===== src/rtl/block_accumulator_if.sv =====
// Memory/control bundle for block_accumulator: start/status handshake plus a
// synchronous-RAM port (read data arrives the cycle after the read strobe).
interface block_accumulator_if #(
  parameter int unsigned DATA_W = 16,
  parameter int unsigned ADDR_W = 5
);
  logic              start;
  logic [DATA_W-1:0] mem_data_in;
  logic              mem_read_enable;
  logic              mem_write_enable;
  logic [ADDR_W-1:0] mem_address;
  logic [DATA_W-1:0] acc_data_out;
  logic              busy;
  logic              ready;
  logic              overflow;

  // The accumulator masters the memory bus.
  modport master (
    input  start,
    input  mem_data_in,
    output mem_read_enable,
    output mem_write_enable,
    output mem_address,
    output acc_data_out,
    output busy,
    output ready,
    output overflow
  );

  modport slave (
    output start,
    output mem_data_in,
    input  mem_read_enable,
    input  mem_write_enable,
    input  mem_address,
    input  acc_data_out,
    input  busy,
    input  ready,
    input  overflow
  );
endinterface


===== src/rtl/block_accumulator.sv =====
// Sums BLOCK_LEN-1 operand words per block and writes the sum into the block's last word.
// Define BLOCK_ACC_SATURATE_EN to clamp block sums at 2**DATA_W-1 instead of wrapping.
module block_accumulator #(
  parameter int unsigned DATA_W     = 16,
  parameter int unsigned ADDR_W     = 5,
  parameter int unsigned BLOCK_LEN  = 8,
  parameter int unsigned NUM_BLOCKS = 4
) (
  input  logic                clock_i,
  input  logic                reset_ni,
  block_accumulator_if.master bus_io
);

  localparam int unsigned WORD_W = (BLOCK_LEN > 2) ? $clog2(BLOCK_LEN - 1) : 1;
  localparam int unsigned BLK_W  = (NUM_BLOCKS > 1) ? $clog2(NUM_BLOCKS) : 1;

  localparam logic [WORD_W-1:0] LAST_WORD = WORD_W'(BLOCK_LEN - 2);
  localparam logic [BLK_W-1:0]  LAST_BLK  = BLK_W'(NUM_BLOCKS - 1);
  localparam logic [ADDR_W-1:0] BLK_SIZE  = ADDR_W'(BLOCK_LEN);
  localparam logic [ADDR_W-1:0] DST_OFS   = ADDR_W'(BLOCK_LEN - 1);

  if (BLOCK_LEN < 2) begin : g_bad_len
    $error("block_accumulator: BLOCK_LEN must be at least 2");
  end
  if (NUM_BLOCKS < 1) begin : g_bad_blocks
    $error("block_accumulator: NUM_BLOCKS must be at least 1");
  end
  if (longint'(BLOCK_LEN) * longint'(NUM_BLOCKS) > (longint'(1) << ADDR_W)) begin : g_bad_span
    $error("block_accumulator: BLOCK_LEN*NUM_BLOCKS exceeds the address space");
  end

  typedef enum logic [2:0] {
    StIdle,
    StRd,
    StAcc,
    StWr,
    StDone
  } state_e;

  state_e            state_q, state_d;
  logic [BLK_W-1:0]  blk_q, blk_d;
  logic [WORD_W-1:0] word_q, word_d;
  logic [DATA_W-1:0] sum_q, sum_d;
  logic              ovf_q, ovf_d;

  logic [DATA_W:0]   sum_ext;
  logic [DATA_W-1:0] sum_nxt;
  logic [ADDR_W-1:0] base_addr;

  assign sum_ext   = {1'b0, sum_q} + {1'b0, bus_io.mem_data_in};
  assign base_addr = ADDR_W'(blk_q) * BLK_SIZE;

`ifdef BLOCK_ACC_SATURATE_EN
  // Once clamped, further adds of non-negative words keep the sum at the ceiling.
  assign sum_nxt = sum_ext[DATA_W] ? {DATA_W{1'b1}} : sum_ext[DATA_W-1:0];
`else
  assign sum_nxt = sum_ext[DATA_W-1:0];
`endif

  always_ff @(posedge clock_i or negedge reset_ni) begin
    if (!reset_ni) begin
      state_q <= StIdle;
      blk_q   <= '0;
      word_q  <= '0;
      sum_q   <= '0;
      ovf_q   <= 1'b0;
    end else begin
      state_q <= state_d;
      blk_q   <= blk_d;
      word_q  <= word_d;
      sum_q   <= sum_d;
      ovf_q   <= ovf_d;
    end
  end

  // Outputs are decoded from state so reset forces them low without a clock edge.
  always_comb begin
    state_d = state_q;
    blk_d   = blk_q;
    word_d  = word_q;
    sum_d   = sum_q;
    ovf_d   = ovf_q;

    bus_io.mem_read_enable  = 1'b0;
    bus_io.mem_write_enable = 1'b0;
    bus_io.mem_address      = '0;
    bus_io.acc_data_out     = '0;
    bus_io.busy             = 1'b0;
    bus_io.ready            = 1'b0;

    unique case (state_q)
      StIdle: begin
        if (bus_io.start) begin
          state_d = StRd;
          blk_d   = '0;
          word_d  = '0;
          sum_d   = '0;
          ovf_d   = 1'b0;
        end
      end
      StRd: begin
        bus_io.busy            = 1'b1;
        bus_io.mem_read_enable = 1'b1;
        bus_io.mem_address     = base_addr + ADDR_W'(word_q);
        state_d                = StAcc;
      end
      StAcc: begin
        bus_io.busy = 1'b1;
        sum_d       = sum_nxt;
        if (sum_ext[DATA_W]) begin
          ovf_d = 1'b1;
        end
        if (word_q != LAST_WORD) begin
          word_d  = word_q + WORD_W'(1);
          state_d = StRd;
        end else begin
          state_d = StWr;
        end
      end
      StWr: begin
        bus_io.busy             = 1'b1;
        bus_io.mem_write_enable = 1'b1;
        bus_io.mem_address      = base_addr + DST_OFS;
        bus_io.acc_data_out     = sum_q;
        sum_d                   = '0;
        word_d                  = '0;
        if (blk_q != LAST_BLK) begin
          blk_d   = blk_q + BLK_W'(1);
          state_d = StRd;
        end else begin
          state_d = StDone;
        end
      end
      StDone: begin
        bus_io.ready = 1'b1;
        state_d      = StIdle;
      end
      default: state_d = StIdle;
    endcase
  end

  assign bus_io.overflow = ovf_q;

endmodule


===== src/flat_wrapper.sv =====
// flat-port wrapper written by rule: the top's interface ports become plain ports
module block_accumulator_flat 
#(
  parameter int unsigned DATA_W     = 16,
  parameter int unsigned ADDR_W     = 5,
  parameter int unsigned BLOCK_LEN  = 8,
  parameter int unsigned NUM_BLOCKS = 4
)
  (clock_i, reset_ni, bus_io_start, bus_io_mem_data_in, bus_io_mem_read_enable, bus_io_mem_write_enable, bus_io_mem_address, bus_io_acc_data_out, bus_io_busy, bus_io_ready, bus_io_overflow);
  block_accumulator_if #(.DATA_W(DATA_W), .ADDR_W(ADDR_W)) bus_io_i ();
  input  logic clock_i;
  input  logic reset_ni;
  input wire logic [$bits(bus_io_i.start)-1:0] bus_io_start;
  input wire logic [$bits(bus_io_i.mem_data_in)-1:0] bus_io_mem_data_in;
  output wire logic [$bits(bus_io_i.mem_read_enable)-1:0] bus_io_mem_read_enable;
  output wire logic [$bits(bus_io_i.mem_write_enable)-1:0] bus_io_mem_write_enable;
  output wire logic [$bits(bus_io_i.mem_address)-1:0] bus_io_mem_address;
  output wire logic [$bits(bus_io_i.acc_data_out)-1:0] bus_io_acc_data_out;
  output wire logic [$bits(bus_io_i.busy)-1:0] bus_io_busy;
  output wire logic [$bits(bus_io_i.ready)-1:0] bus_io_ready;
  output wire logic [$bits(bus_io_i.overflow)-1:0] bus_io_overflow;
  assign bus_io_i.start = bus_io_start;
  assign bus_io_i.mem_data_in = bus_io_mem_data_in;
  assign bus_io_mem_read_enable = bus_io_i.mem_read_enable;
  assign bus_io_mem_write_enable = bus_io_i.mem_write_enable;
  assign bus_io_mem_address = bus_io_i.mem_address;
  assign bus_io_acc_data_out = bus_io_i.acc_data_out;
  assign bus_io_busy = bus_io_i.busy;
  assign bus_io_ready = bus_io_i.ready;
  assign bus_io_overflow = bus_io_i.overflow;
  block_accumulator #(.DATA_W(DATA_W), .ADDR_W(ADDR_W), .BLOCK_LEN(BLOCK_LEN), .NUM_BLOCKS(NUM_BLOCKS)) u_core (.clock_i(clock_i), .reset_ni(reset_ni), .bus_io(bus_io_i));
endmodule

===== config.mk =====
export PLATFORM = sky130hd
export DESIGN_NAME = block_accumulator_flat
export DESIGN_NICKNAME = d
export VERILOG_FILES = /design/src/rtl/block_accumulator_if.sv /design/src/rtl/block_accumulator.sv /design/src/flat_wrapper.sv
export SDC_FILE = /design/constraint.sdc
export NUM_CORES = 1
export LEC_CHECK = 0
export ABC_AREA = 1
export CAP_MARGIN = 10
export CORE_MARGIN = 8
export CORE_UTILIZATION = 52
export DETAILED_ROUTE_END_ITERATION = 10
export GPL_ROUTABILITY_DRIVEN = 0
export PLACE_DENSITY_LB_ADDON = 0.1
export SYNTH_ARGS = -nofsm -noshare
export SYNTH_HDL_FRONTEND = slang
export SYNTH_SLANG_ARGS = --single-unit
export TNS_END_PERCENT = 50

===== constraint.sdc =====
create_clock -name clock_i -period 2.15 [get_ports clock_i]
set_clock_uncertainty 0.05 [all_clocks]
set_input_delay 0.43 -clock clock_i [delete_from_list [all_inputs] [get_ports clock_i]]
set_output_delay 0.43 -clock clock_i [all_outputs]
set_load 0.1 [all_outputs]

==> flow_summary.yaml, run 1 <==
status:
  outcome: "completed"
synth:
  synthFlopType: "dfrtp_1"
  ys_warn_count: 0
  syn_inst: 348
  synth.avg_cell_area_um2: 6.47
  synthMostInstantiatedCell: "nand2_1"
  synthTopCellsByCount: "nand2_1, inv_1, nor2_1, dfrtp_1, nand3_1"
  yosys.cell_types.count: 29
  synth-edff-count: 0
  synth_area_leaders: "dfrtp_1, nand2_1, inv_1, ha_1, nor2_1"
  synthArstFlopShare_pct: 100
  synth_top_area_share_pct: 27.8
  synth_area_um2: 2250
  ys_ff_latch: 25
  synth_top_area_cell: "dfrtp_1"
  syn_nets: 387
  ys_seq_area_share_pct: 27.8
floorplanning:
  initial_core_util_pct: 52.8
  coreArea_um2: 4260
  die_width_um: 81.8
  dieArea_um2: 6690
  fp-row-count: 24
  io_pins: 45
  dieHeight_um: 81.8
critical_path:
  critical_path_class: "reg2out"
  cp_max_fo: 16
  cp.arrival_ns: 1.66
  cpPeakStageDelay_ns: 0.42
  startpoint_type: "register"
  end_kind: "output pin"
  cp.required_ns: 1.67
  cp_cell_sequence: "inv_2 > nand3_2 > buf_4 > nor2_1 > buf_12"
  crit_slowest_cell: "dfrtp_1"
  critPathBufInv: 3
  critPathTopFamily: "buffers and inverters"
grt:
  grt_start_max_net_pins: 26
  grt_pass1_wl_um: 9690
  grt_pass1_vias: 2314
  grtUsageTotal_pct: 17.8
  grt-ovfl-total: 0
  antenna_found_initial: 0
clock_network:
  htreeDepth: 1
  postCtsSetupRepairBufs: 0
  cts_buffer_depth: 2
  cts.sinks: 25
  clk_pin_slew_worst_paths_ns: 0.10
  clkLatencyLatePin_ns: 0.28
  cts_tree: "done"
  cts-root-buf: "clkbuf_8"
  numCtsBuffers: 3
sta:
  period_share_pct: 99.4
  fmaxAchievable_ghz: 0.468
  hold_violations: 0
  worst_pin_slew_ns: 0.371
  drv_slew: 0
  slew_headroom_pct: 75.3
  setup_viol: 0
  fin_crit_ns: 2.14
  finalSetupTns_ns: 0
  rsz0062_at_grt: "true"
route:
  via_per_inst: 4.98
  drt_iter0_markers: 134
  firstDrtPassIters: 4
  wl_per_cell_um: 12.2
  wl_um: 5530
  num_vias: 2253
  drcViolationCount: 0
  ant_nets: 0
pwr:
  vdd_drop_max_v: 0.00137
  p_leak_nw: 1.70
  power_mw: 4.70
  power_density_nw_per_um2: 1480
hold_path:
  hold_path.class: "in2async"
finish:
  area_delta_synth_final_pct: 40.9
  drive_above_1_share_pct: 18.5
  diodes: 0
  nets: 440
  n_fill_cell: 343
run:
  cap_violations: 0
placement:
  port_buffers: 44
  hpwl_um: 4390
-- repair_timing --
action,CTS,global route
cloned,0,0
hold buffers,0,0
gates resized for setup,0,5
endpoints found under the setup margin,2,12
hold endpoints to repair,0,0
-- cells in the final DEF (no fill, tap or decap), drive strengths merged, types with 5 or more instances in the layout --
master         instances
o22ai                  5
dfrtp                 25
a21oi                 14
o21ai                 13
clkdlybuf4s50         18
buf                   32
ha                    19
nand3                 25
inv                   78
nor2                  43
nand2                107
-- sequential cells by signal, indices dropped and copies added (netlist names) --
name and cells:
u_core.sum_q 16, u_core.state_q 3, u_core.bus_io.overflow 1, u_core.word_q 3
u_core.blk_q 2
-- cell families (layout without fill, tap and decap cells) --
| family | count (synthesis) | after routing | share of synthesized area [%] |
|---|---|---|---|
| AO/OA/AOI/OAI | 32 | 32 | 9.06 |
| XOR/XNOR | 3 | 3 | 1.17 |
| adder cells (fa/ha/maj) | 20 | 20 | 11.5 |
| buffers and inverters | 80 | 132 | 13.6 |
| flip-flops | 25 | 25 | 27.8 |
| multiplexers | 1 | 1 | 0.445 |
| AND/OR/NAND/NOR | 187 | 187 | 36.5 |
-- routing by layer --
layer | up-vias | track usage, % | routed length [um]
li1 | 1172 | - | -
met1 | 1018 | 20.4 | 2310
met2 | 56 | 32.4 | 2820
met3 | 7 | 3.61 | 337
met4 | 0 | 5.44 | 63
met5 | - | 0 | 0
-- worst reg2reg max path, cell delays in order, from the launching register on --
cell and delay (ns):
dfrtp_1 0.44, ha_1 0.37, nand2_1 0.19, inv_1 0.06, nand2_1 0.06, nand2_1 0.04, a21oi_1 0.18, nand3_1 0.09
nand3_1 0.09, nand2_1 0.05
-- per-stage QoR --
step	utilization, %	hold WS, ns	cell area [um^2]	cells	worst slack (ns)
after floorplan	-	0.0844	2320	348	-0.470
after global placement	72.9	0.439	3110	448	-0.121
after detailed placement	72.9	0.438	3110	448	-0.180
after CTS	74.0	0.465	3160	452	-0.00435
after global routing	74.4	0.500	3170	452	-0.0422
final	74.4	0.458	3170	452	0.0134
-- worst paths after layout --
check,startpoint,endpoint,slack [ns],depth (start not counted)
max,u_core.state_q[2],bus_io_acc_data_out[1],0.01,5
min,reset_ni,u_core.state_q[2],0.46,2
max reg2reg,u_core.sum_q[12],u_core.sum_q[13],0.43,9
min reg2reg,u_core.bus_io.overflow,u_core.bus_io.overflow,0.46,2
max in group asynchronous,reset_ni,u_core.sum_q[4],1.31,2
min in group clock_i,u_core.bus_io.overflow,u_core.bus_io.overflow,0.46,2
-- final cells by class --
cell class	count	area (um^2)	area share [%]
inverters	78	298	9.39
clock buffers	4	45.0	1.42
multi-input cells	243	1400	44.3
well taps	52	65.1	2.05
flip-flops and latches	25	626	19.7
repair buffers	50	733	23.1
-- report_power, final --
group	switching (mW)	internal, mW	total [mW]
sequential	0.157	0.684	0.842
combinational	2.33	1.22	3.55
clock	0.171	0.133	0.305
(Power assumes the default switching activity.)
==> run 2: changes to the inputs <==
--- a/config.mk
+++ b/config.mk
@@ -6,9 +6,9 @@
 export NUM_CORES = 1
 export LEC_CHECK = 0
 export ABC_AREA = 1
-export CAP_MARGIN = 10
+export CAP_MARGIN = 20
 export CORE_MARGIN = 8
-export CORE_UTILIZATION = 52
+export CORE_UTILIZATION = 38
 export DETAILED_ROUTE_END_ITERATION = 10
 export GPL_ROUTABILITY_DRIVEN = 0
 export PLACE_DENSITY_LB_ADDON = 0.1
==> run 2 against run 1 <==
Net effect:
- sequential power about the same
- clock-buffer cell count is 1 lower
- utilization is 19 points lower
- sequential share of layout area decreased by 0.31 points
- routed wire length is 4.5% higher
- non-clock buffer count is 3 higher
- sequential cell count is the same
- worst setup slack better by 0.12 ns
- critical path depth stayed put
- combinational power grew 1%
- clock power fell by 1%
==> flow_summary.yaml, run 2 (same netlist as run 1, synthesis figures left out) <==
sta:
  worst_pin_slew_ns: 0.360
  rsz0062_at_grt: "false"
  setup_viol: 0
  slew_headroom_pct: 76.0
  hold_violations: 0
  worst_slack_ns: 0.130
  drv_slew: 0
  fin_crit_ns: 2.02
  period_share_pct: 94.0
  fmaxAchievable_ghz: 0.495
pwr:
  power_density_nw_per_um2: 1470
  vdd_drop_max_v: 0.00169
  p_leak_nw: 1.71
finish:
  mostFrequentLayoutCell: "nand2_1"
  top_register: "u_core.sum_q"
  n_fill_cell: 573
  area.sequential_um2: 626
  largest_reg_flops: 16
  multi_input_area_um2: 1400
  final_core_util_pct: 55.4
  final_area_um2: 3220
  fin_cells: 478
  area_delta_synth_final_pct: 43.1
  final_cell_mix: "nand2_1, inv_1, nor2_1"
  diodes: 0
  drive_above_1_share_pct: 19.1
  top_regs: "u_core.sum_q x16, u_core.state_q x3, u_core.word_q x3"
  nets: 443
grt:
  antenna_found_initial: 0
  grt_pass1_vias: 2208
  grt-ovfl-total: 0
  grtUsageTotal_pct: 14.1
  grt_pass1_wl_um: 10000
  grt_start_max_net_pins: 26
route:
  wl_per_cell_um: 12.1
  drcViolationCount: 0
  firstDrtPassIters: 4
  via_per_inst: 4.59
  num_vias: 2192
  wl_um: 5780
  drt_iter0_markers: 64
  ant_nets: 0
critical_path:
  cp.arrival_ns: 1.54
  startpoint_type: "register"
  critical_path_class: "reg2out"
  cp_max_fo: 10
  reg2reg_depth: 11
  cp.required_ns: 1.67
  crit_slowest_cell: "dfrtp_1"
  cp_cell_sequence: "inv_2 > nand3_2 > buf_4 > nor2_1 > buf_12"
  cpPeakStageDelay_ns: 0.42
  end_kind: "output pin"
hold_path:
  hold_path.class: "reg2reg"
  min_path_cells: 2
floorplanning:
  die_width_um: 93.0
  io_pins: 45
  coreArea_um2: 5820
  dieHeight_um: 93.0
  initial_core_util_pct: 38.7
  dieArea_um2: 8640
  fp-row-count: 28
clock_network:
  cts_tree: "done"
  htreeDepth: 1
  postCtsSetupRepairBufs: 0
  cts.sinks: 25
  cts-root-buf: "clkbuf_8"
  numCtsBuffers: 3
  clkLatencyLatePin_ns: 0.28
  clk_pin_slew_worst_paths_ns: 0.10
  cts_buffer_depth: 2
placement:
  hpwl_um: 4610
  place_ws_ns: -0.167
  place_area_um2: 3160
  place_inst: 474
  port_buffers: 44
run:
  cap_violations: 0
status:
  outcome: "completed"
run 2: metrics by stage:
step | hold WS, ns | TNS [ns] | power [mW]
floorplan | 0.0844 | -4.58 | 3.40
global placement | 0.419 | -0.656 | 4.40
detailed placement | 0.427 | -0.920 | 4.44
CTS | 0.457 | 0 | 4.75
global route | 0.478 | 0 | 5.14
finish | 0.455 | 0 | 4.74
run 2: routing by layer:
metal	GRT usage (%)	vias to the layer above	routed length, um
li1	-	1175	-
met1	16.7	972	2640
met2	24.7	40	2770
met3	3.56	5	311
met4	3.09	0	57
met5	0	-	0
run 2: power by group:
part	internal [mW]	switching, mW	total (mW)
Combinational	1.25	2.35	3.60
Clock	0.130	0.170	0.301
Sequential	0.684	0.156	0.840
run 2: critical path: cells and delay by family (launching register included):
kind | cells | cell delay [ns]
buffers and inverters | 3 | 0.55
DFF | 1 | 0.42
and+or+nand+nor | 2 | 0.29
run 2: worst paths after layout:
kind                                        startpoint                endpoint  slack (ns)
worst max-delay path                 u_core.state_q[2]  bus_io_acc_data_out[2]        0.13
max in group asynchronous                     reset_ni         u_core.blk_q[0]        1.31
min in group asynchronous                     reset_ni         u_core.sum_q[3]        0.47
worst max register to register         u_core.sum_q[0]        u_core.sum_q[14]        0.43
worst min register to register  u_core.bus_io.overflow  u_core.bus_io.overflow        0.45
worst min-delay path            u_core.bus_io.overflow  u_core.bus_io.overflow        0.45
run 2: layout make-up:
cell class                 count  share of cell area, %
inverter                      78                   9.25
timing repair buffer          53                   23.5
sequential                    25                   19.4
clock inverter                 1                  0.155
tap                           75                   2.91
multi-input combinational    243                   43.5
clock buffer                   3                   1.28
run 2: timing repair:
item,4_1_cts,5_1_grt
hold buffers,0,0
gates resized for setup,0,4
setup endpoints to repair,0,5
